**src/rtl/jump_controller.sv**
```systemverilog
// jump_controller
//   Game-flow controller for a layer-jumping game. It turns debounced button
//   presses into single-cycle jump strobes and produces a pseudo-random next
//   layer on each jump. After a jump it waits out a lockout of JUMP_MS
//   millisecond ticks, then reads the datapath's failure flag. That flag
//   decides between scoring the jump and ending the game.
//
//   Optional feature (macro JUMP_BUFFER_EN): a one-entry jump buffer. When it
//   is enabled, the first single-button press seen during the lockout is
//   replayed as a strobe in the first PLAY cycle after a successful jump.
//
//   Parameters
//     JUMP_MS    lockout length in one_ms_tick pulses (1..1023)
//     LFSR_SEED  nonzero 14-bit LFSR reset value
//   Ports
//     clk, rst     clock; synchronous active-high reset
//     one_ms_tick  1-cycle pulse every millisecond
//     btn_left     debounced left request (level)
//     btn_right    debounced right request (level)
//     jump_fail    failure flag from the layer datapath
//     blocks_en    datapath enable (0 in IDLE)
//     jump_left    1-cycle left-jump strobe
//     jump_right   1-cycle right-jump strobe
//     layer_map    new top-layer occupancy, bit 0 leftmost
//     block_type   new top-layer hazard flags, bit 0 leftmost
//     score        completed jumps, saturating at 999
//     game_state   0 IDLE, 1 PLAY, 2 BUSY, 3 OVER
module jump_controller #(
  parameter int unsigned JUMP_MS   = 250,
  parameter logic [13:0] LFSR_SEED = 14'h2A5D
) (
  input  logic       clk,
  input  logic       rst,
  input  logic       one_ms_tick,
  input  logic       btn_left,
  input  logic       btn_right,
  input  logic       jump_fail,
  output logic       blocks_en,
  output logic       jump_left,
  output logic       jump_right,
  output logic [6:0] layer_map,
  output logic [6:0] block_type,
  output logic [9:0] score,
  output logic [1:0] game_state
);

  typedef enum logic [1:0] {
    IDLE = 2'd0,
    PLAY = 2'd1,
    BUSY = 2'd2,
    OVER = 2'd3
  } state_t;

  localparam logic [9:0] CNT_LAST  = 10'(JUMP_MS - 1);
  localparam logic [9:0] SCORE_MAX = 10'd999;

  state_t      state, state_nxt;
  logic [9:0]  cnt, cnt_nxt;
  logic [13:0] lfsr, lfsr_nxt, lfsr_stepped;
  logic [6:0]  map_nxt, type_nxt;
  logic [9:0]  score_nxt;
  logic        jl_nxt, jr_nxt;
  logic        prev_left, prev_right;
  logic        armed;
  logic        press_left, press_right, single;
  logic        do_jump, dir_left;

`ifdef JUMP_BUFFER_EN
  logic buf_valid, buf_left;
  logic pend_valid, pend_left;
`endif

  // armed stays low for the first cycle after reset. A button held through
  // reset release is therefore copied into prev_* before any edge is taken.
  assign press_left  = armed & btn_left  & ~prev_left;
  assign press_right = armed & btn_right & ~prev_right;
  assign single      = press_left ^ press_right;

  // Fibonacci LFSR, taps 14,13,12,2. This is the value after one step.
  assign lfsr_stepped = {lfsr[12:0], lfsr[13] ^ lfsr[12] ^ lfsr[11] ^ lfsr[1]};

  assign blocks_en  = (state != IDLE);
  assign game_state = state;

`ifdef JUMP_BUFFER_EN
  // A press arriving in the same cycle as the final tick counts as buffered.
  assign pend_valid = buf_valid | single;
  assign pend_left  = buf_valid ? buf_left : press_left;
`endif

  always_comb begin
    state_nxt = state;
    cnt_nxt   = cnt;
    lfsr_nxt  = lfsr;
    map_nxt   = layer_map;
    type_nxt  = block_type;
    score_nxt = score;
    jl_nxt    = 1'b0;
    jr_nxt    = 1'b0;
    do_jump   = 1'b0;
    dir_left  = 1'b0;

    unique case (state)
      IDLE: begin
        if (press_left | press_right) begin
          state_nxt = PLAY;
          score_nxt = '0;
        end
      end
      PLAY: begin
`ifdef JUMP_BUFFER_EN
        // A strobe that is high while in PLAY is a replayed buffered jump.
        // That jump is already issued, so enter the lockout directly.
        if (jump_left | jump_right) begin
          state_nxt = BUSY;
          cnt_nxt   = '0;
        end else
`endif
        if (single) begin
          do_jump   = 1'b1;
          dir_left  = press_left;
          state_nxt = BUSY;
          cnt_nxt   = '0;
        end
      end
      BUSY: begin
        if (one_ms_tick) begin
          if (cnt == CNT_LAST) begin
            cnt_nxt = '0;
            if (jump_fail) begin
              state_nxt = OVER;
            end else begin
              state_nxt = PLAY;
              score_nxt = (score == SCORE_MAX) ? score : score + 10'd1;
`ifdef JUMP_BUFFER_EN
              if (pend_valid) begin
                do_jump  = 1'b1;
                dir_left = pend_left;
              end
`endif
            end
          end else begin
            cnt_nxt = cnt + 10'd1;
          end
        end
      end
      OVER: begin
        if (press_left | press_right) state_nxt = IDLE;
      end
      default: state_nxt = IDLE;
    endcase

    if (do_jump) begin
      lfsr_nxt = lfsr_stepped;
      map_nxt  = lfsr_stepped[6:0] | 7'b0001000;
      type_nxt = lfsr_stepped[13:7] & map_nxt & 7'b1110111;
      jl_nxt   = dir_left;
      jr_nxt   = ~dir_left;
    end
  end

  always_ff @(posedge clk) begin
    if (rst) begin
      state      <= IDLE;
      cnt        <= '0;
      lfsr       <= LFSR_SEED;
      layer_map  <= '0;
      block_type <= '0;
      score      <= '0;
      jump_left  <= 1'b0;
      jump_right <= 1'b0;
      prev_left  <= 1'b0;
      prev_right <= 1'b0;
      armed      <= 1'b0;
    end else begin
      state      <= state_nxt;
      cnt        <= cnt_nxt;
      lfsr       <= lfsr_nxt;
      layer_map  <= map_nxt;
      block_type <= type_nxt;
      score      <= score_nxt;
      jump_left  <= jl_nxt;
      jump_right <= jr_nxt;
      prev_left  <= btn_left;
      prev_right <= btn_right;
      armed      <= 1'b1;
    end
  end

`ifdef JUMP_BUFFER_EN
  // The buffer lives only while BUSY continues. Any exit from BUSY clears it.
  always_ff @(posedge clk) begin
    if (rst) begin
      buf_valid <= 1'b0;
      buf_left  <= 1'b0;
    end else if (state == BUSY && state_nxt == BUSY) begin
      if (!buf_valid && single) begin
        buf_valid <= 1'b1;
        buf_left  <= press_left;
      end
    end else begin
      buf_valid <= 1'b0;
      buf_left  <= 1'b0;
    end
  end
`endif

endmodule

```
**config.mk**
```make
export PLATFORM = sky130hd
export DESIGN_NAME = jump_controller
export DESIGN_NICKNAME = d
export VERILOG_FILES = /design/src/rtl/jump_controller.sv
export SDC_FILE = /design/constraint.sdc
export NUM_CORES = 1
export LEC_CHECK = 0
export CAP_MARGIN = 10
export CORE_AREA = 4 4 75 77
export DETAILED_ROUTE_END_ITERATION = 10
export DIE_AREA = 0 0 79 81
export PLACE_DENSITY = 0.77
export SYNTH_ARGS = -nofsm -noshare
export SYNTH_HDL_FRONTEND = slang
export SYNTH_SLANG_ARGS = --single-unit
export TNS_END_PERCENT = 30
```
**constraint.sdc**
```tcl
create_clock -name clk -period 2.2 [get_ports clk]
set_input_delay 0.66 -clock clk [delete_from_list [all_inputs] [get_ports clk]]
set_output_delay 0.66 -clock clk [all_outputs]
set_load 0.05 [all_outputs]
```
==> impl_metrics.py <==
metrics = {
    "logic_synthesis": {
        "yosysSeqAreaShare_pct": 44.4,
        "syn_nets": 287,
        "ys_top_cells_by_area": "dfxtp_1 44%, nand2_1 8.0%, a21oi_1 5.3%",
        "synth-edff-count": 0,
        "syn_avg_cell_area_um2": 8.49,
        "synth_area_um2": 2340,
        "synth_top_cell_by_area": "dfxtp_1",
        "yosys_warnings": 0,
        "ys_ff_latch": 52,
        "syn_inst": 276,
        "ys_types": 46,
        "synthArstFlopShare_pct": 0,
        "yosysTopAreaCellShare_pct": 44.4,
        "synth_flop_cell": "dfxtp_1",
    },
    "clock_network": {
        "cts_tree": "done",
        "clock_path_buffers": 2,
        "cts.clk_slew.worst_paths_ps": 100,
        "clkLatencyLatePin_ps": 310,
        "cts_root_buffer": "clkbuf_8",
        "cts.sinks": 52,
        "cts_buffers": 5,
        "htreeDepth": 2,
    },
    "final_layout": {
        "layout_commonest_cell": "dfxtp_1",
        "layout_common_cells": "52 x dfxtp_1, 50 x nand2_1, 39 x buf_4",
        "fin_nets": 338,
        "fin_util_pct": 60.5,
        "fillers": 472,
        "antenna_cells": 0,
        "area_delta_synth_final_pct": 29.3,
        "drive_above_1_share_pct": 21.3,
        "stdcell_count": 398,
    },
    "timing": {
        "setup_viol_count_final": 0,
        "post-route-period-util_pct": 96.7,
        "setup_slack_ps": 71.8,
        "final.min_clock_period_ps": 2130,
        "finalClockSkew_ps": 8.11,
        "worstMarginPinSlew_ps": 501,
        "fin_setup_tns_ps": 0,
        "hold_viol": 0,
        "rsz0062_at_grt": "false",
        "drv_slew": 0,
        "relSlewSlack_pct": 66.5,
        "max_freq_ghz": 0.470,
    },
    "status": {
        "outcome": "finished, final reports clean",
    },
    "critical_path": {
        "cp_top_family": "simple AND/OR/NAND/NOR gates",
        "cp_slowest_cell": "or3b_4",
        "start_kind": "primary input",
        "timing.rr.start": "prev_right",
        "crit_required_ps": 2450,
        "r2r_slack_ps": 150,
        "path_cells": "buf_2 > nand2_1 > nor2_2 > ha_1 > or3b_4 > a211o_1 > or3_4 > a21oi_2",
        "end_kind": "register",
        "cp_num_buf_inv": 1,
        "cp.arrival_ps": 2370,
        "cpPeakStageDelay_ps": 390,
        "critPathKind": "in2reg",
        "r2r-end": "cnt[9]",
        "r2r_cells": 6,
        "path_max_fanout": 4,
    },
    "grt": {
        "antenna_found_initial": 0,
        "grt_pass1_wl_mm": 9.11,
        "grt.total_usage_pct": 17.6,
        "grt_pass1_vias": 1977,
        "grt_max_degree": 31,
        "grt-ovfl-total": 0,
    },
    "die": {
        "die_w_um": 79,
        "die_y_um": 81,
        "num_rows": 26,
        "core_area_um2": 5010,
        "ios": 35,
        "dieArea_um2": 6400,
        "start_util_pct": 46.8,
    },
    "power": {
        "p_leak_uw": 0.00112,
        "vdd_ir_drop_max_mv": 0.269,
        "powerDensity_nw_per_um2": 629,
    },
    "drt": {
        "drtAntennaViolNets": 0,
        "avgRoutedWirePerCell_um": 13.2,
        "finalWirelength_mm": 5.25,
        "drt-initial-drc-count": 121,
        "drtPass1Iterations": 4,
        "num_vias": 2150,
        "drcViolationCount": 0,
        "viasPerCell": 5.40,
    },
    "worst_hold_path": {
        "hp-start": "lfsr[9]",
        "hp-class": "reg2reg",
        "min_to": "lfsr[10]",
        "min_path_cells": 2,
    },
    "placement": {
        "io_buffers": 33,
        "hpwl_mm": 3.83,
        "pre_cts_slack_ps": -628,
        "gp_congestion": 0.884,
        "dp_cells": 388,
    },
    "flow_run": {
        "cap_violations": 0,
    },
}
-- worst max path at each step --
stage,start,endpoint,slack (ps),depth (start not counted)
2_1_floorplan,btn_left,cnt[9],-120,7
3_3_place_gp,btn_left,cnt[9],-580,8
3_5_place_dp,btn_left,cnt[9],-630,8
4_1_cts,btn_left,cnt[9],4,8
5_1_grt,block_type[4],block_type[4],3,1
6_report,btn_left,cnt[9],70,8
-- sequential cells by signal (all words and copies together), names as in the netlist --
register / count
armed: 1
game_state: 2
jump_right: 1
prev_left: 1
jump_left: 1
score: 10
lfsr: 12
layer_map: 7
prev_right: 1
cnt: 10
block_type: 6
-- stage by stage --
stage / hold WS, ps / power, µW / area, µm²
final: 453 / 1910 / 3030
after global routing: 482 / 1990 / 3030
after CTS: 455 / 1930 / 3010
after detailed placement: 444 / 1360 / 2900
after global placement: 440 / 1350 / 2900
after floorplan: 432 / 1210 / 2340
-- power breakdown --
group	internal, µW	switching (µW)	total, µW
Sequential	973	28.6	1000
Combinational	151	186	337
Clock	232	335	567
Total	1360	549	1900
-- kinds of logic after synthesis --
kind of cell,count (synthesis),synth area share [%]
xor gates and xnor gates,10,3.74
and+or+nand+nor,120,26.2
AOI/OAI and AO/OA,60,16.9
other,1,0.160
buffers and inverters,25,4.59
adders and majority gates,5,2.67
DFF,52,44.4
muxes,3,1.28
-- routing by layer --
layer / part of all wire, % / global-route usage, % / wire [µm]
met1: 46 / 22.5 / 2410
met2: 48 / 29.0 / 2520
met3: 4.7 / 3.88 / 246
met4: 1.4 / 6.36 / 71
met5: 0 / 0 / 0
-- cell type report --
cell class                      instances  area (µm²)  area share (%)
Clock buffer                            5        68.8            2.27
Clock inverter                          3        25.0           0.826
Sequential cell                        52        1040            34.4
Timing Repair Buffer                   62         554            18.3
Multi-Input combinational cell        199        1230            40.5
Inverter                                7        26.3           0.867
Tap cell                               70        87.6            2.89
-- worst register-to-register path: stages (launching register included) --
cell and delay (ps):
dfxtp_1 310, nand3b_1 180, ha_1 310, or3b_4 390, a211o_1 310, or3_4 380, a21oi_2 130
-- cells in the mapped netlist (all sizes together), types with 2 or more instances --
master and n:
dfxtp 52, nand2 50, a21oi 25, nor2 18, nand3 16, clkbuf 13
xnor2 8, a41oi 7, inv 7, o21ai 7, a31oi 6, nor3 6
buf 5, ha 5, a211oi 4, nand4 4, nor2b 4, mux2i 3
nand3b 3, nor4 3, or3 3, a21boi 2, and3 2, nand2b 2
nand4bb 2, or2 2, xor2 2
-- timing repair --
| item | CTS | global route |
|---|---|---|
| hold buffers | 0 | 0 |
| pin swaps | 9 | 7 |
| gates resized for setup | 9 | 8 |
| setup buffers | 2 | 0 |
| endpoints found under the setup margin | 19 | 9 |
Power figures use the tool's default switching activity.
